[config.mk]
export PLATFORM = sky130hd
export DESIGN_NAME = panda_risc_v_imem_icb_slave_flat
export DESIGN_NICKNAME = d
export VERILOG_FILES = /design/src/rtl/panda_risc_v_imem_icb_slave_pkg.sv /design/src/rtl/panda_risc_v_imem_icb_slave_if.sv /design/src/rtl/panda_risc_v_rsp_fifo.sv /design/src/rtl/panda_risc_v_imem_icb_slave.sv /design/src/flat_wrapper.sv
export SDC_FILE = /design/constraint.sdc
export NUM_CORES = 1
export LEC_CHECK = 0
export CORE_ASPECT_RATIO = 1.1
export CORE_MARGIN = 2
export CORE_UTILIZATION = 35
export CTS_CLUSTER_SIZE = 10
export DETAILED_ROUTE_END_ITERATION = 12
export PLACE_DENSITY = 0.67
export SYNTH_ARGS = -nofsm -noshare
export SYNTH_HDL_FRONTEND = slang
export SYNTH_SLANG_ARGS = --single-unit
[constraint.sdc]
create_clock -name clk -period 7.74 [get_ports clk]
set_clock_uncertainty 0.1 [all_clocks]
set_input_delay 1.161 -clock clk [delete_from_list [all_inputs] [get_ports clk]]
set_output_delay 1.161 -clock clk [all_outputs]
set_load 0.02 [all_outputs]
[src/rtl/panda_risc_v_imem_icb_slave_pkg.sv]
// Shared ICB field widths, response entry layout and error codes for the
// instruction-memory ICB slave.
package panda_risc_v_imem_icb_slave_pkg;

    localparam int ICB_ADDR_W     = 32;
    localparam int ICB_DATA_W     = 32;
    localparam int ICB_MASK_W     = 4;
    localparam int RSP_FIFO_DEPTH = 3;

    localparam logic ERR_NONE   = 1'b0;
    localparam logic ERR_ACCESS = 1'b1;

    typedef struct packed {
        logic [ICB_DATA_W-1:0] rdata;
        logic                  err;
    } rsp_entry_t;

endpackage

[src/rtl/panda_risc_v_imem_icb_slave_if.sv]
// ICB command/response channel bundle between an instruction bus master and
// the instruction-memory slave.
interface panda_risc_v_imem_icb_slave_if;
    import panda_risc_v_imem_icb_slave_pkg::*;

    logic [ICB_ADDR_W-1:0] cmd_addr;
    logic                  cmd_read;
    logic [ICB_DATA_W-1:0] cmd_wdata;
    logic [ICB_MASK_W-1:0] cmd_wmask;
    logic                  cmd_valid;
    logic                  cmd_ready;
    logic [ICB_DATA_W-1:0] rsp_rdata;
    logic                  rsp_err;
    logic                  rsp_valid;
    logic                  rsp_ready;

    modport master (
        output cmd_addr, cmd_read, cmd_wdata, cmd_wmask, cmd_valid, rsp_ready,
        input  cmd_ready, rsp_rdata, rsp_err, rsp_valid
    );

    modport slave (
        input  cmd_addr, cmd_read, cmd_wdata, cmd_wmask, cmd_valid, rsp_ready,
        output cmd_ready, rsp_rdata, rsp_err, rsp_valid
    );

endinterface

[src/rtl/panda_risc_v_rsp_fifo.sv]
// 3-entry in-order response FIFO; head presented with valid/ready, occupancy
// exported so the slave can run its credit check.
module panda_risc_v_rsp_fifo
    import panda_risc_v_imem_icb_slave_pkg::*;
(
    input  logic       clk,
    input  logic       rst,
    input  logic       push,
    input  rsp_entry_t push_data,
    output logic       out_valid,
    input  logic       out_ready,
    output rsp_entry_t out_data,
    output logic [1:0] cnt
);

    localparam logic [1:0] LAST = 2'(RSP_FIFO_DEPTH - 1);
    localparam logic [1:0] FULL = 2'(RSP_FIFO_DEPTH);

    rsp_entry_t mem [RSP_FIFO_DEPTH];
    logic [1:0] wptr;
    logic [1:0] rptr;
    logic       do_push;
    logic       do_pop;

    function automatic logic [1:0] ptr_next(input logic [1:0] p);
        return (p == LAST) ? 2'd0 : p + 2'd1;
    endfunction

    assign out_valid = (cnt != 2'd0);
    assign do_pop    = out_valid & out_ready;
    assign do_push   = push & ((cnt != FULL) | do_pop);
    // Empty FIFO presents an all-zero payload so reset leaves rdata/err at 0.
    assign out_data  = out_valid ? mem[rptr] : '0;

    always_ff @(posedge clk) begin
        if (do_push && !rst) begin
            mem[wptr] <= push_data;
        end
    end

    always_ff @(posedge clk) begin
        if (rst) begin
            wptr <= 2'd0;
            rptr <= 2'd0;
            cnt  <= 2'd0;
        end else begin
            if (do_push) wptr <= ptr_next(wptr);
            if (do_pop)  rptr <= ptr_next(rptr);
            case ({do_push, do_pop})
                2'b10:   cnt <= cnt + 2'd1;
                2'b01:   cnt <= cnt - 2'd1;
                default: cnt <= cnt;
            endcase
        end
    end

endmodule

[src/rtl/panda_risc_v_imem_icb_slave.sv]
// ICB slave in front of the ITCM SRAM: decodes and launches accesses on the
// command handshake, stages one pending access, and queues in-order responses.
module panda_risc_v_imem_icb_slave
    import panda_risc_v_imem_icb_slave_pkg::*;
#(
    parameter int unsigned IMEM_DEPTH       = 4096,
    parameter logic [31:0] BASE_ADDR        = 32'h0000_0000,
    parameter int unsigned simulation_delay = 1,
    localparam int unsigned AW              = $clog2(IMEM_DEPTH)
) (
    input  logic                         clk,
    input  logic                         rst,
    panda_risc_v_imem_icb_slave_if.slave s_icb,
    output logic                         sram_en,
    output logic [ICB_MASK_W-1:0]        sram_wen,
    output logic [AW-1:0]                sram_addr,
    output logic [ICB_DATA_W-1:0]        sram_din,
    input  logic [ICB_DATA_W-1:0]        sram_dout
);

    localparam logic [32:0] SPAN = 33'(IMEM_DEPTH) << 2;

    logic [32:0] offset;
    logic        cmd_err;
    logic        cmd_hs;
    logic        pend;
    logic        pend_err;
    logic        pend_rd;
    logic [1:0]  fifo_cnt;
    rsp_entry_t  push_data;
    rsp_entry_t  head;
    logic        head_valid;

    // 33-bit offset: bit 32 flags addresses below BASE_ADDR, no wrap at the top.
    assign offset  = {1'b0, s_icb.cmd_addr} - {1'b0, BASE_ADDR};
    assign cmd_err = (s_icb.cmd_addr[1:0] != 2'b00) | offset[32] | (offset >= SPAN);

    // Credits count both the pending access and queued responses, so the FIFO
    // cannot overflow and rsp_ready never reaches cmd_ready combinationally.
    assign s_icb.cmd_ready = !rst & (({1'b0, fifo_cnt} + {2'b00, pend}) < 3'(RSP_FIFO_DEPTH));
    assign cmd_hs          = s_icb.cmd_valid & s_icb.cmd_ready;

    assign sram_en   = cmd_hs & !cmd_err;
    assign sram_wen  = (sram_en & !s_icb.cmd_read) ? s_icb.cmd_wmask : '0;
    assign sram_addr = offset[AW+1:2];
    assign sram_din  = s_icb.cmd_wdata;

    always_ff @(posedge clk) begin
        if (rst) begin
            pend     <= 1'b0;
            pend_err <= 1'b0;
            pend_rd  <= 1'b0;
        end else begin
            pend     <= cmd_hs;
            pend_err <= cmd_err;
            pend_rd  <= s_icb.cmd_read;
        end
    end

    always_comb begin
        push_data       = '0;
        push_data.rdata = (pend_rd & !pend_err) ? sram_dout : '0;
        push_data.err   = pend_err ? ERR_ACCESS : ERR_NONE;
    end

    panda_risc_v_rsp_fifo u_rsp_fifo (
        .clk       (clk),
        .rst       (rst),
        .push      (pend),
        .push_data (push_data),
        .out_valid (head_valid),
        .out_ready (s_icb.rsp_ready),
        .out_data  (head),
        .cnt       (fifo_cnt)
    );

    assign s_icb.rsp_valid = head_valid;
    assign s_icb.rsp_rdata = head.rdata;
    assign s_icb.rsp_err   = head.err;

endmodule
[src/flat_wrapper.sv]
// flat-port wrapper written by rule: the top's interface ports become plain ports
module panda_risc_v_imem_icb_slave_flat import panda_risc_v_imem_icb_slave_pkg::*;
#(
    parameter int unsigned IMEM_DEPTH       = 4096,
    parameter logic [31:0] BASE_ADDR        = 32'h0000_0000,
    parameter int unsigned simulation_delay = 1,
    localparam int unsigned AW              = $clog2(IMEM_DEPTH)
)
  (clk, rst, sram_en, sram_wen, sram_addr, sram_din, sram_dout, s_icb_cmd_addr, s_icb_cmd_read, s_icb_cmd_wdata, s_icb_cmd_wmask, s_icb_cmd_valid, s_icb_rsp_ready, s_icb_cmd_ready, s_icb_rsp_rdata, s_icb_rsp_err, s_icb_rsp_valid);
  panda_risc_v_imem_icb_slave_if s_icb_i ();
  input  logic clk;
  input  logic rst;
  output logic sram_en;
  output logic [ICB_MASK_W-1:0] sram_wen;
  output logic [AW-1:0] sram_addr;
  output logic [ICB_DATA_W-1:0] sram_din;
  input  logic [ICB_DATA_W-1:0] sram_dout;
  input wire logic [$bits(s_icb_i.cmd_addr)-1:0] s_icb_cmd_addr;
  input wire logic [$bits(s_icb_i.cmd_read)-1:0] s_icb_cmd_read;
  input wire logic [$bits(s_icb_i.cmd_wdata)-1:0] s_icb_cmd_wdata;
  input wire logic [$bits(s_icb_i.cmd_wmask)-1:0] s_icb_cmd_wmask;
  input wire logic [$bits(s_icb_i.cmd_valid)-1:0] s_icb_cmd_valid;
  input wire logic [$bits(s_icb_i.rsp_ready)-1:0] s_icb_rsp_ready;
  output wire logic [$bits(s_icb_i.cmd_ready)-1:0] s_icb_cmd_ready;
  output wire logic [$bits(s_icb_i.rsp_rdata)-1:0] s_icb_rsp_rdata;
  output wire logic [$bits(s_icb_i.rsp_err)-1:0] s_icb_rsp_err;
  output wire logic [$bits(s_icb_i.rsp_valid)-1:0] s_icb_rsp_valid;
  assign s_icb_i.cmd_addr = s_icb_cmd_addr;
  assign s_icb_i.cmd_read = s_icb_cmd_read;
  assign s_icb_i.cmd_wdata = s_icb_cmd_wdata;
  assign s_icb_i.cmd_wmask = s_icb_cmd_wmask;
  assign s_icb_i.cmd_valid = s_icb_cmd_valid;
  assign s_icb_i.rsp_ready = s_icb_rsp_ready;
  assign s_icb_cmd_ready = s_icb_i.cmd_ready;
  assign s_icb_rsp_rdata = s_icb_i.rsp_rdata;
  assign s_icb_rsp_err = s_icb_i.rsp_err;
  assign s_icb_rsp_valid = s_icb_i.rsp_valid;
  panda_risc_v_imem_icb_slave #(.IMEM_DEPTH(IMEM_DEPTH), .BASE_ADDR(BASE_ADDR), .simulation_delay(simulation_delay)) u_core (.clk(clk), .rst(rst), .s_icb(s_icb_i), .sram_en(sram_en), .sram_wen(sram_wen), .sram_addr(sram_addr), .sram_din(sram_din), .sram_dout(sram_dout));
endmodule
==> impl_metrics.json, run 1 <==
{
  "worstPathArrival_ns": 3.36,
  "dr.pass1.iters": 4,
  "via_count": 2863,
  "holdWs_ns": 0.387,
  "p_per_area_nw_per_um2": 196,
  "dr.first_iter.drc_count": 147,
  "rows": 45,
  "floorplan.initialDensity_pct": 36.0,
  "final_cells": 609,
  "cts_num_sinks": 110,
  "antenna_found_initial": 0,
  "drv_slew": 0,
  "syn_area_per_cell_um2": 13.8,
  "leakagePower_nw": 1.95,
  "layout_commonest_cell": "clkdlybuf4s50_1",
  "fin_util_pct": 44.6,
  "grt_pass1_wl_mm": 15.1,
  "postSynth.asyncResetShare_pct": 0,
  "period_share_pct": 59.7,
  "worstSetupPathType": "in2out",
  "status": "finished clean",
  "fmax_mhz": 216,
  "fin_crit_ns": 4.62,
  "final_cell_mix": "100 x clkdlybuf4s50_1, 99 x edfxtp_1, 33 x mux2_2, 33 x mux2i_1, 33 x nor2_1",
  "cts-resized-gates": 0,
  "cp-start-kind": "input pin",
  "synth_edf_count": 99,
  "portBuffers": 100,
  "drv_cap": 0,
  "dp_hpwl_mm": 6.42,
  "numCtsBuffers": 9,
  "post_dp_cell_area_um2": 5900,
  "fin_area_um2": 6180,
  "die_w_um": 118,
  "clock_latency_ns": 0.33,
  "yosysSeqAreaShare_pct": 64.0,
  "syn_to_final_growth_pct": 23.8,
  "detailedPlace.worstSlack_ns": 3.10,
  "syn-num-nets": 468,
  "via_per_inst": 4.70,
  "ant_nets": 0,
  "cts_tree": "built",
  "fin_ws_ns": 3.12,
  "cts_setup_buffers": 0,
  "gr-usage-all-layers_pct": 12.9,
  "rsz0062_at_grt": "false",
  "drc": 0,
  "dpl.cell_count": 593,
  "die_area_um2": 15200,
  "cts_hold_buf": 0,
  "grt_start_max_net_pins": 35,
  "gp_congestion": 0.692,
  "drive_gt1_share_pct": 15.0,
  "crit_path_end_kind": "output pin",
  "worstHoldPathType": "reg2reg",
  "wire_per_inst_um": 16.2,
  "layout.nets": 523,
  "synth_cell_type_count": 32,
  "peakVddDrop_mv": 0.0906,
  "htreeDepth": 3,
  "die_h_um": 129,
  "setup_viol": 0,
  "wirelength_mm": 9.84,
  "netlist_area_um2": 4990,
  "ys_warn_count": 0,
  "grt_pass1_vias": 3023,
  "diodes": 0,
  "clk_path_buf_depth": 2,
  "relSlewSlack_pct": 23.0,
  "worst-path-max-fanout": 12,
  "synth_top_flop_cell": "edfxtp_1",
  "setup_tns_ns": 0,
  "clk_pin_slew_ns": 0.07,
  "grt_overflow": 0,
  "required_ns": 6.48,
  "coreArea_um2": 13900,
  "ys_ff_latch": 110,
  "syn_inst": 361,
  "finalHoldViolCount": 0,
  "worstMarginPinSlew_ns": 1.15,
  "ios": 189,
  "fillers": 1319,
  "cts_root_buf": "clkbuf_16",
  "power_mw": 1.21
}
## where the power goes
| group | total [mW] | switching [mW] | internal [mW] |
|---|---|---|---|
| logic | 0.111 | 0.0463 | 0.0644 |
| registers | 0.664 | 0.00864 | 0.655 |
| clock network | 0.436 | 0.187 | 0.248 |
## critical path, stage by stage
cell             delay, ns
clkdlybuf4s50_1       0.65
a211oi_1              0.34
nand2_1               0.18
nor4_1                0.34
clkdlybuf4s50_1       0.68
## kinds of logic after synthesis
logic type,after synthesis,share of synthesized area [%]
flops,110,64.0
simple gates,103,11.3
fa+ha+maj,2,0.501
buf+inv,66,8.55
mux,66,14.1
compound gates,14,1.63
## final cells by class
class | instances | area (um2) | share of cell area [%]
flip-flops and latches | 110 | 3200 | 51.7
multi-input cells | 185 | 1400 | 22.7
repair buffers | 107 | 1050 | 17.0
well taps | 188 | 235 | 3.81
clock buffers | 11 | 233 | 3.77
clock inverters | 5 | 50.0 | 0.810
inverters | 3 | 11.3 | 0.182
## Yosys cell counts, types with 2 or more instances
| master | n | area, um2 |
|---|---|---|
| nor4b_1 | 2 | 17.5 |
| clkbuf_2 | 2 | 10.0 |
| or4_1 | 2 | 15.0 |
| a21oi_1 | 7 | 35.0 |
| nor2_1 | 34 | 128 |
| nand2b_1 | 5 | 31.3 |
| inv_1 | 3 | 11.3 |
| and2_1 | 32 | 200 |
| mux2i_1 | 33 | 330 |
| clkbuf_1 | 8 | 30.0 |
| or2_2 | 2 | 12.5 |
| mux2_2 | 33 | 372 |
| ha_1 | 2 | 25.0 |
| nand2_1 | 4 | 15.0 |
| edfxtp_1 | 99 | 2970 |
| buf_2 | 9 | 45.0 |
| o21ai_0 | 4 | 20.0 |
| nor4_1 | 9 | 56.3 |
| buf_4 | 44 | 330 |
| dfxtp_1 | 11 | 220 |
| nand3b_1 | 2 | 15.0 |
| nor2b_1 | 4 | 25.0 |
## per-layer routing
layer / global-route usage, % / wire [um] / vias to the layer above
li1: - / - / 1366
met1: 14.1 / 3990 / 1378
met2: 23.5 / 5080 / 102
met3: 4.71 / 673 / 17
met4: 4.11 / 107 / 0
met5: 0 / 0 / -
## state kept, by name (all words and copies together) (netlist names), named ones only
signal                  flops
u_core.u_rsp_fifo.mem      99
u_core.u_rsp_fifo.cnt       2
u_core.u_rsp_fifo.rptr      2
u_core.u_rsp_fifo.wptr      2
u_core.pend                 1
u_core.pend_err             1
u_core.pend_rd              1
## final timing paths
| path | startpoint | end | slack, ns | cells past startpoint |
|---|---|---|---|---|
| setup / recovery | rst | sram_wen[2] | 3.12 | 5 |
| hold / removal | u_core.u_rsp_fifo.rptr[1]$_SDFFE_PP0P_ | flop | 0.39 | 2 |
| setup reg to reg | u_core.u_rsp_fifo.cnt[0]$_SDFFE_PP0P_ | u_core.u_rsp_fifo.mem[2][17]$_DFFE_PP_ | 5.94 | 4 |
| hold reg to reg | u_core.u_rsp_fifo.rptr[1]$_SDFFE_PP0P_ | flop | 0.39 | 2 |
No activity file was read; power rests on OpenSTA's default activity.
==> run 2, diff against run 1 <==
--- a/config.mk
+++ b/config.mk
@@ -10,7 +10,7 @@
 export CORE_UTILIZATION = 35
 export CTS_CLUSTER_SIZE = 10
 export DETAILED_ROUTE_END_ITERATION = 12
-export PLACE_DENSITY = 0.67
+export PLACE_DENSITY = 0.7
 export SYNTH_ARGS = -nofsm -noshare
 export SYNTH_HDL_FRONTEND = slang
 export SYNTH_SLANG_ARGS = --single-unit
==> constraint.sdc (replaced) <==
create_clock -name clk -period 3.9 [get_ports clk]
set_clock_uncertainty 0.1 [all_clocks]
set_input_delay 0.585 -clock clk [delete_from_list [all_inputs] [get_ports clk]]
set_output_delay 0.585 -clock clk [all_outputs]
set_load 0.02 [all_outputs]
==> run 2 against run 1 <==
Power up 110%. Final cell count up 0.49%. Sequential share of layout area down 0.47 points. Highest routed layer unchanged. Via count down 0.14%. Routed wire length down 0.97%. First-iteration DRC count down 23%. Register-to-register slack worse by 3.9 ns. Critical path depth up 1. Critical path type is now reg2out.
==> impl_metrics.json, run 2 (synthesized netlist as in run 1, its figures left out) <==
{
  "grt_pass1_wl_mm": 15.1,
  "cp-endpoint": "sram_wen[2]",
  "worstHoldPathType": "reg2reg",
  "htreeDepth": 3,
  "crit_family": "buffers and inverters",
  "setup_viol": 0,
  "wire_per_inst_um": 15.9,
  "grt_pass1_vias": 2983,
  "floorplan.initialDensity_pct": 36.0,
  "coreArea_um2": 13900,
  "worst-path-max-fanout": 10,
  "grt_start_max_net_pins": 35,
  "diodes": 0,
  "worstMarginPinSlew_ns": 0.925,
  "r2r_end": "u_core.u_rsp_fifo.mem[2][10]$_DFFE_PP_",
  "layout.nets": 526,
  "dpl.cell_count": 596,
  "fillers": 1272,
  "status": "finished clean",
  "cts_setup_buffers": 0,
  "hold_depth": 2,
  "wirelength_mm": 9.75,
  "die_w_um": 118,
  "portBuffers": 100,
  "post_dp_cell_area_um2": 5920,
  "clk_path_buf_depth": 2,
  "cts_tree": "built",
  "required_ns": 3.21,
  "worstSetupPathDepth": 6,
  "seqCellArea_um2": 3200,
  "peakVddDrop_mv": 0.266,
  "r2r-start": "u_core.u_rsp_fifo.cnt[0]$_SDFFE_PP0P_",
  "fin_util_pct": 45.0,
  "syn_to_final_growth_pct": 24.9,
  "layout_commonest_cell": "clkdlybuf4s50_1",
  "fin_area_um2": 6240,
  "cts-resized-gates": 0,
  "relSlewSlack_pct": 38.3,
  "path_common_cell": "ha_1",
  "cts_hold_buf": 0,
  "drv_cap": 0,
  "top_register": "u_core.u_rsp_fifo.mem",
  "dr.first_iter.drc_count": 113,
  "cp-start-kind": "flop",
  "drc": 0,
  "grt_overflow": 0,
  "holdWs_ns": 0.381,
  "cts_num_sinks": 110,
  "clock_latency_ns": 0.33,
  "worstPathArrival_ns": 2.83,
  "slowest_delay_ns": 0.66,
  "drv_slew": 0,
  "largest_reg_flops": 99,
  "fmax_mhz": 285,
  "crit_path_end_kind": "output pin",
  "wl_met3_um": 580,
  "leakagePower_nw": 1.98,
  "via_count": 2859,
  "dr.pass1.iters": 6,
  "cp_num_buf_inv": 1,
  "p_per_area_nw_per_um2": 399,
  "met1_length_mm": 4.04,
  "die_area_um2": 15200,
  "die_h_um": 129,
  "drive_gt1_share_pct": 16.0,
  "rows": 45,
  "multi_input_area_um2": 1400,
  "fin_crit_ns": 3.51,
  "ios": 189,
  "path_cells": "ha_1 -> ha_1 -> a211oi_1 -> nand2_1 -> nor4_1 -> clkdlybuf4s50_1",
  "r2r_cells": 4,
  "via_per_inst": 4.67,
  "power_mw": 2.49,
  "rsz0062_at_grt": "false",
  "antenna_found_initial": 0,
  "regToRegSetupSlack_ns": 2.09,
  "clk_pin_slew_ns": 0.07,
  "worstSetupPathType": "reg2out",
  "cp_slowest_cell": "clkdlybuf4s50_1",
  "cts_root_buf": "clkbuf_16",
  "highest_layer": "met4",
  "dp_hpwl_mm": 6.42,
  "wl_met2_mm": 4.87,
  "gp_congestion": 0.668,
  "cp-startpoint": "u_core.u_rsp_fifo.cnt[0]$_SDFFE_PP0P_",
  "final_cells": 612,
  "period_share_pct": 90.1,
  "numCtsBuffers": 9,
  "gr-usage-all-layers_pct": 13.0,
  "final_cell_mix": "100 x clkdlybuf4s50_1, 99 x edfxtp_1, 33 x mux2_2, 33 x mux2i_1, 33 x nor2_1",
  "ant_nets": 0,
  "finalHoldViolCount": 0
}
[run 2: cell types whose count changed in the layout (fill, tap and decap cells not counted), sizes merged]
cell | before | now
buf | 7 | 10
clkinv | 3 | 1
bufinv | 1 | 2
clkinvlp | 1 | 2
[run 2: final cells by class]
| class | count | share of cell area, % |
|---|---|---|
| multi-input combinational | 185 | 22.5 |
| tap | 188 | 3.77 |
| inverter | 3 | 0.181 |
| timing repair buffer | 110 | 17.3 |
| clock inverter | 5 | 1.34 |
| clock buffer | 11 | 3.73 |
| sequential | 110 | 51.2 |
[run 2: report_power, final]
part | internal, mW | switching [mW] | total (mW)
clock | 0.564 | 0.384 | 0.948
sequential | 1.30 | 0.0168 | 1.32
combinational | 0.129 | 0.0924 | 0.221
[run 2: worst register-to-register path, delay by kind of cell (launching register included)]
kind / cells / cell delay [ns]
buf+inv: 1 / 0.37
flops: 1 / 0.41
simple gates: 3 / 0.58
[run 2: worst min-delay path by stage]
stage,end,startpoint
floorplan,u_core.u_rsp_fifo.mem[0][0]$_DFFE_PP_,u_core.pend_err$_SDFF_PP0_
global placement,flop,u_core.u_rsp_fifo.rptr[1]$_SDFFE_PP0P_
detailed placement,flop,u_core.u_rsp_fifo.rptr[1]$_SDFFE_PP0P_
CTS,flop,u_core.u_rsp_fifo.rptr[0]$_SDFFE_PP0P_
global route,flop,u_core.u_rsp_fifo.rptr[0]$_SDFFE_PP0P_
finish,flop,u_core.u_rsp_fifo.rptr[1]$_SDFFE_PP0P_
[run 2: metrics by stage]
step / TNS (ns) / worst slack (ns)
6_report: 0 / 0.388
5_1_grt: 0 / 0.185
4_1_cts: 0 / 0.340
3_5_place_dp: 0 / 0.623
3_3_place_gp: 0 / 0.621
2_1_floorplan: -88.51 / -0.993
[run 2: per-layer routing]
metal / vias up / track usage [%]
li1: 1372 / -
met4: 0 / 5.67
met5: - / 0
met1: 1339 / 15.1
met2: 117 / 22.6
met3: 31 / 3.61
==> run 3, diff against run 2 <==
--- a/config.mk
+++ b/config.mk
@@ -10,6 +10,7 @@
 export CORE_UTILIZATION = 35
 export CTS_CLUSTER_SIZE = 10
 export DETAILED_ROUTE_END_ITERATION = 12
+export GPL_TIMING_DRIVEN = 0
 export PLACE_DENSITY = 0.7
 export SYNTH_ARGS = -nofsm -noshare
 export SYNTH_HDL_FRONTEND = slang
==> run 3 against run 2 <==
Count of clock-buffer cells in the layout fell by 1. Utilization grew 6.5 points. Sequential share of layout area decreased by 6.5 points. Setup slack better by 0.092 ns. Via count increased by 15%. Sequential power about the same. Routed wire length increased by 8.0%. Cell area increased by 14%. Critical path depth unchanged. Critical path type unchanged. Critical endpoint is now sram_wen[3].
==> impl_metrics.json, run 3 (synthesized netlist as in run 1, its figures left out) <==
{
  "status": "finished clean",
  "post_dp_cell_area_um2": 6810,
  "gp_congestion": 0.701,
  "cts_root_buf": "clkbuf_16",
  "cp-start-kind": "flop",
  "wire_per_inst_um": 14.6,
  "worstHoldPathType": "reg2reg",
  "cp_num_buf_inv": 1,
  "via_count": 3289,
  "worstPathArrival_ns": 2.73,
  "layout.nets": 638,
  "portBuffers": 144,
  "dp_hpwl_mm": 7.84,
  "grt_overflow": 0,
  "drv_slew": 0,
  "fillers": 1221,
  "switching_share_pct": 20.0,
  "dr.first_iter.drc_count": 75,
  "worst-path-max-fanout": 6,
  "cts-resized-gates": 0,
  "final_cell_mix": "144 x clkdlybuf4s50_1, 99 x edfxtp_1, 56 x buf_4",
  "largest_reg_flops": 99,
  "rsz0062_at_grt": "false",
  "finalHoldViolCount": 0,
  "fin_crit_ns": 3.42,
  "syn_to_final_growth_pct": 43.0,
  "grt_pass1_wl_mm": 16.3,
  "pwr-share-clk_pct": 37.5,
  "die_h_um": 129,
  "antenna_found_initial": 0,
  "layout_commonest_cell": "clkdlybuf4s50_1",
  "cts_num_sinks": 110,
  "numCtsBuffers": 9,
  "coreArea_um2": 13900,
  "fin_area_um2": 7140,
  "gr-usage-all-layers_pct": 13.9,
  "setup_viol": 0,
  "top_register": "u_core.u_rsp_fifo.mem",
  "dr.pass1.iters": 4,
  "ios": 189,
  "path_common_cell": "ha_1",
  "grt_start_max_net_pins": 17,
  "slowest_delay_ns": 0.67,
  "crit_family": "buffers and inverters",
  "clk_path_buf_depth": 2,
  "leakagePower_nw": 2.46,
  "clock_latency_ns": 0.34,
  "drive_gt1_share_pct": 23.0,
  "cts_tree": "built",
  "pwr-share-seq_pct": 49.3,
  "setup_tns_ns": 0,
  "clk_pin_slew_ns": 0.07,
  "cts_hold_buf": 0,
  "fin_util_pct": 51.5,
  "pwr-share-comb_pct": 13.2,
  "cp_slowest_cell": "clkdlybuf4s50_1",
  "ant_nets": 0,
  "crit_path_end_kind": "output pin",
  "diodes": 0,
  "grt_pass1_vias": 3399,
  "drc": 0,
  "die_w_um": 118,
  "worstMarginPinSlew_ns": 0.769,
  "cts_setup_buffers": 0,
  "power.switching_mw": 0.531,
  "floorplan.initialDensity_pct": 36.0,
  "p_int_mw": 2.12,
  "fmax_mhz": 292,
  "drv_cap": 0,
  "period_share_pct": 87.7,
  "die_area_um2": 15200,
  "worstSetupPathType": "reg2out",
  "htreeDepth": 3,
  "via_per_inst": 4.56,
  "relSlewSlack_pct": 48.3,
  "wirelength_mm": 10.5,
  "regToRegSetupSlack_ns": 1.62,
  "required_ns": 3.21,
  "p_per_area_nw_per_um2": 371,
  "peakVddDrop_mv": 0.182,
  "path_cells": "ha_1 -> ha_1 -> a211oi_1 -> nand2_1 -> nor4_1 -> clkdlybuf4s50_1",
  "rows": 45
}
[run 3: cell count changes in the layout (fill, tap and decap cells not counted), moves of 2 or more]
cell,before,now
buf_6,0,3
clkdlybuf4s50_1,100,144
buf_4,10,56
buf_2,0,9
clkbuf_2,0,2
dfxtp_1,9,11
clkbuf_1,2,9
dfxtp_2,2,0
[run 3: metal layers]
metal,track usage [%],share of wire [%],wire (um)
met1,15.3,40,4180
met2,26.1,53,5530
met3,3.26,6.5,689
met4,5.10,1.2,126
met5,0,0,0
[run 3: stage by stage]
step / std cells / power, mW / hold slack [ns] / setup WS (ns)
final: 722 / 2.65 / 0.379 / 0.480
after global routing: 722 / 2.75 / 0.386 / 0.301
after CTS: 722 / 2.68 / 0.378 / 0.390
after detailed placement: 708 / 1.69 / 0.363 / 0.548
after global placement: 693 / 1.68 / 0.365 / -4.37
after floorplan: 361 / 1.51 / 0.344 / -0.993
[run 3: path summary, 6_finish.rpt]
kind / depth (start not counted) / end / from
max reg2reg: 7 / u_core.u_rsp_fifo.mem[0][18]$_DFFE_PP_ / u_core.u_rsp_fifo.cnt[1]$_SDFFE_PP0P_
min reg2reg: 0 / u_core.u_rsp_fifo.mem[2][0]$_DFFE_PP_ / u_core.pend_err$_SDFF_PP0_
max: 6 / sram_wen[3] / u_core.u_rsp_fifo.cnt[0]$_SDFFE_PP0P_
min: 0 / u_core.u_rsp_fifo.mem[2][0]$_DFFE_PP_ / u_core.pend_err$_SDFF_PP0_
[run 3: layout make-up]
| cell class | count | area, um2 | area share, % |
|---|---|---|---|
| clock buffers | 10 | 229 | 3.21 |
| well taps | 188 | 235 | 3.30 |
| plain buffers | 63 | 415 | 5.82 |
| multi-input cells | 185 | 1390 | 19.5 |
| inverters | 3 | 11.3 | 0.158 |
| clock inverters | 4 | 97.6 | 1.37 |
| repair buffers | 159 | 1570 | 21.9 |
| flip-flops and latches | 110 | 3190 | 44.7 |
[run 3: power groups by stage]
stage | clock network, mW | registers [mW] | logic [mW]
after floorplan | 0 | 1.33 | 0.176
after global placement | 0 | 1.33 | 0.343
after detailed placement | 0 | 1.33 | 0.353
after CTS | 1.02 | 1.31 | 0.354
after global routing | 1.07 | 1.31 | 0.373
final | 0.995 | 1.31 | 0.349
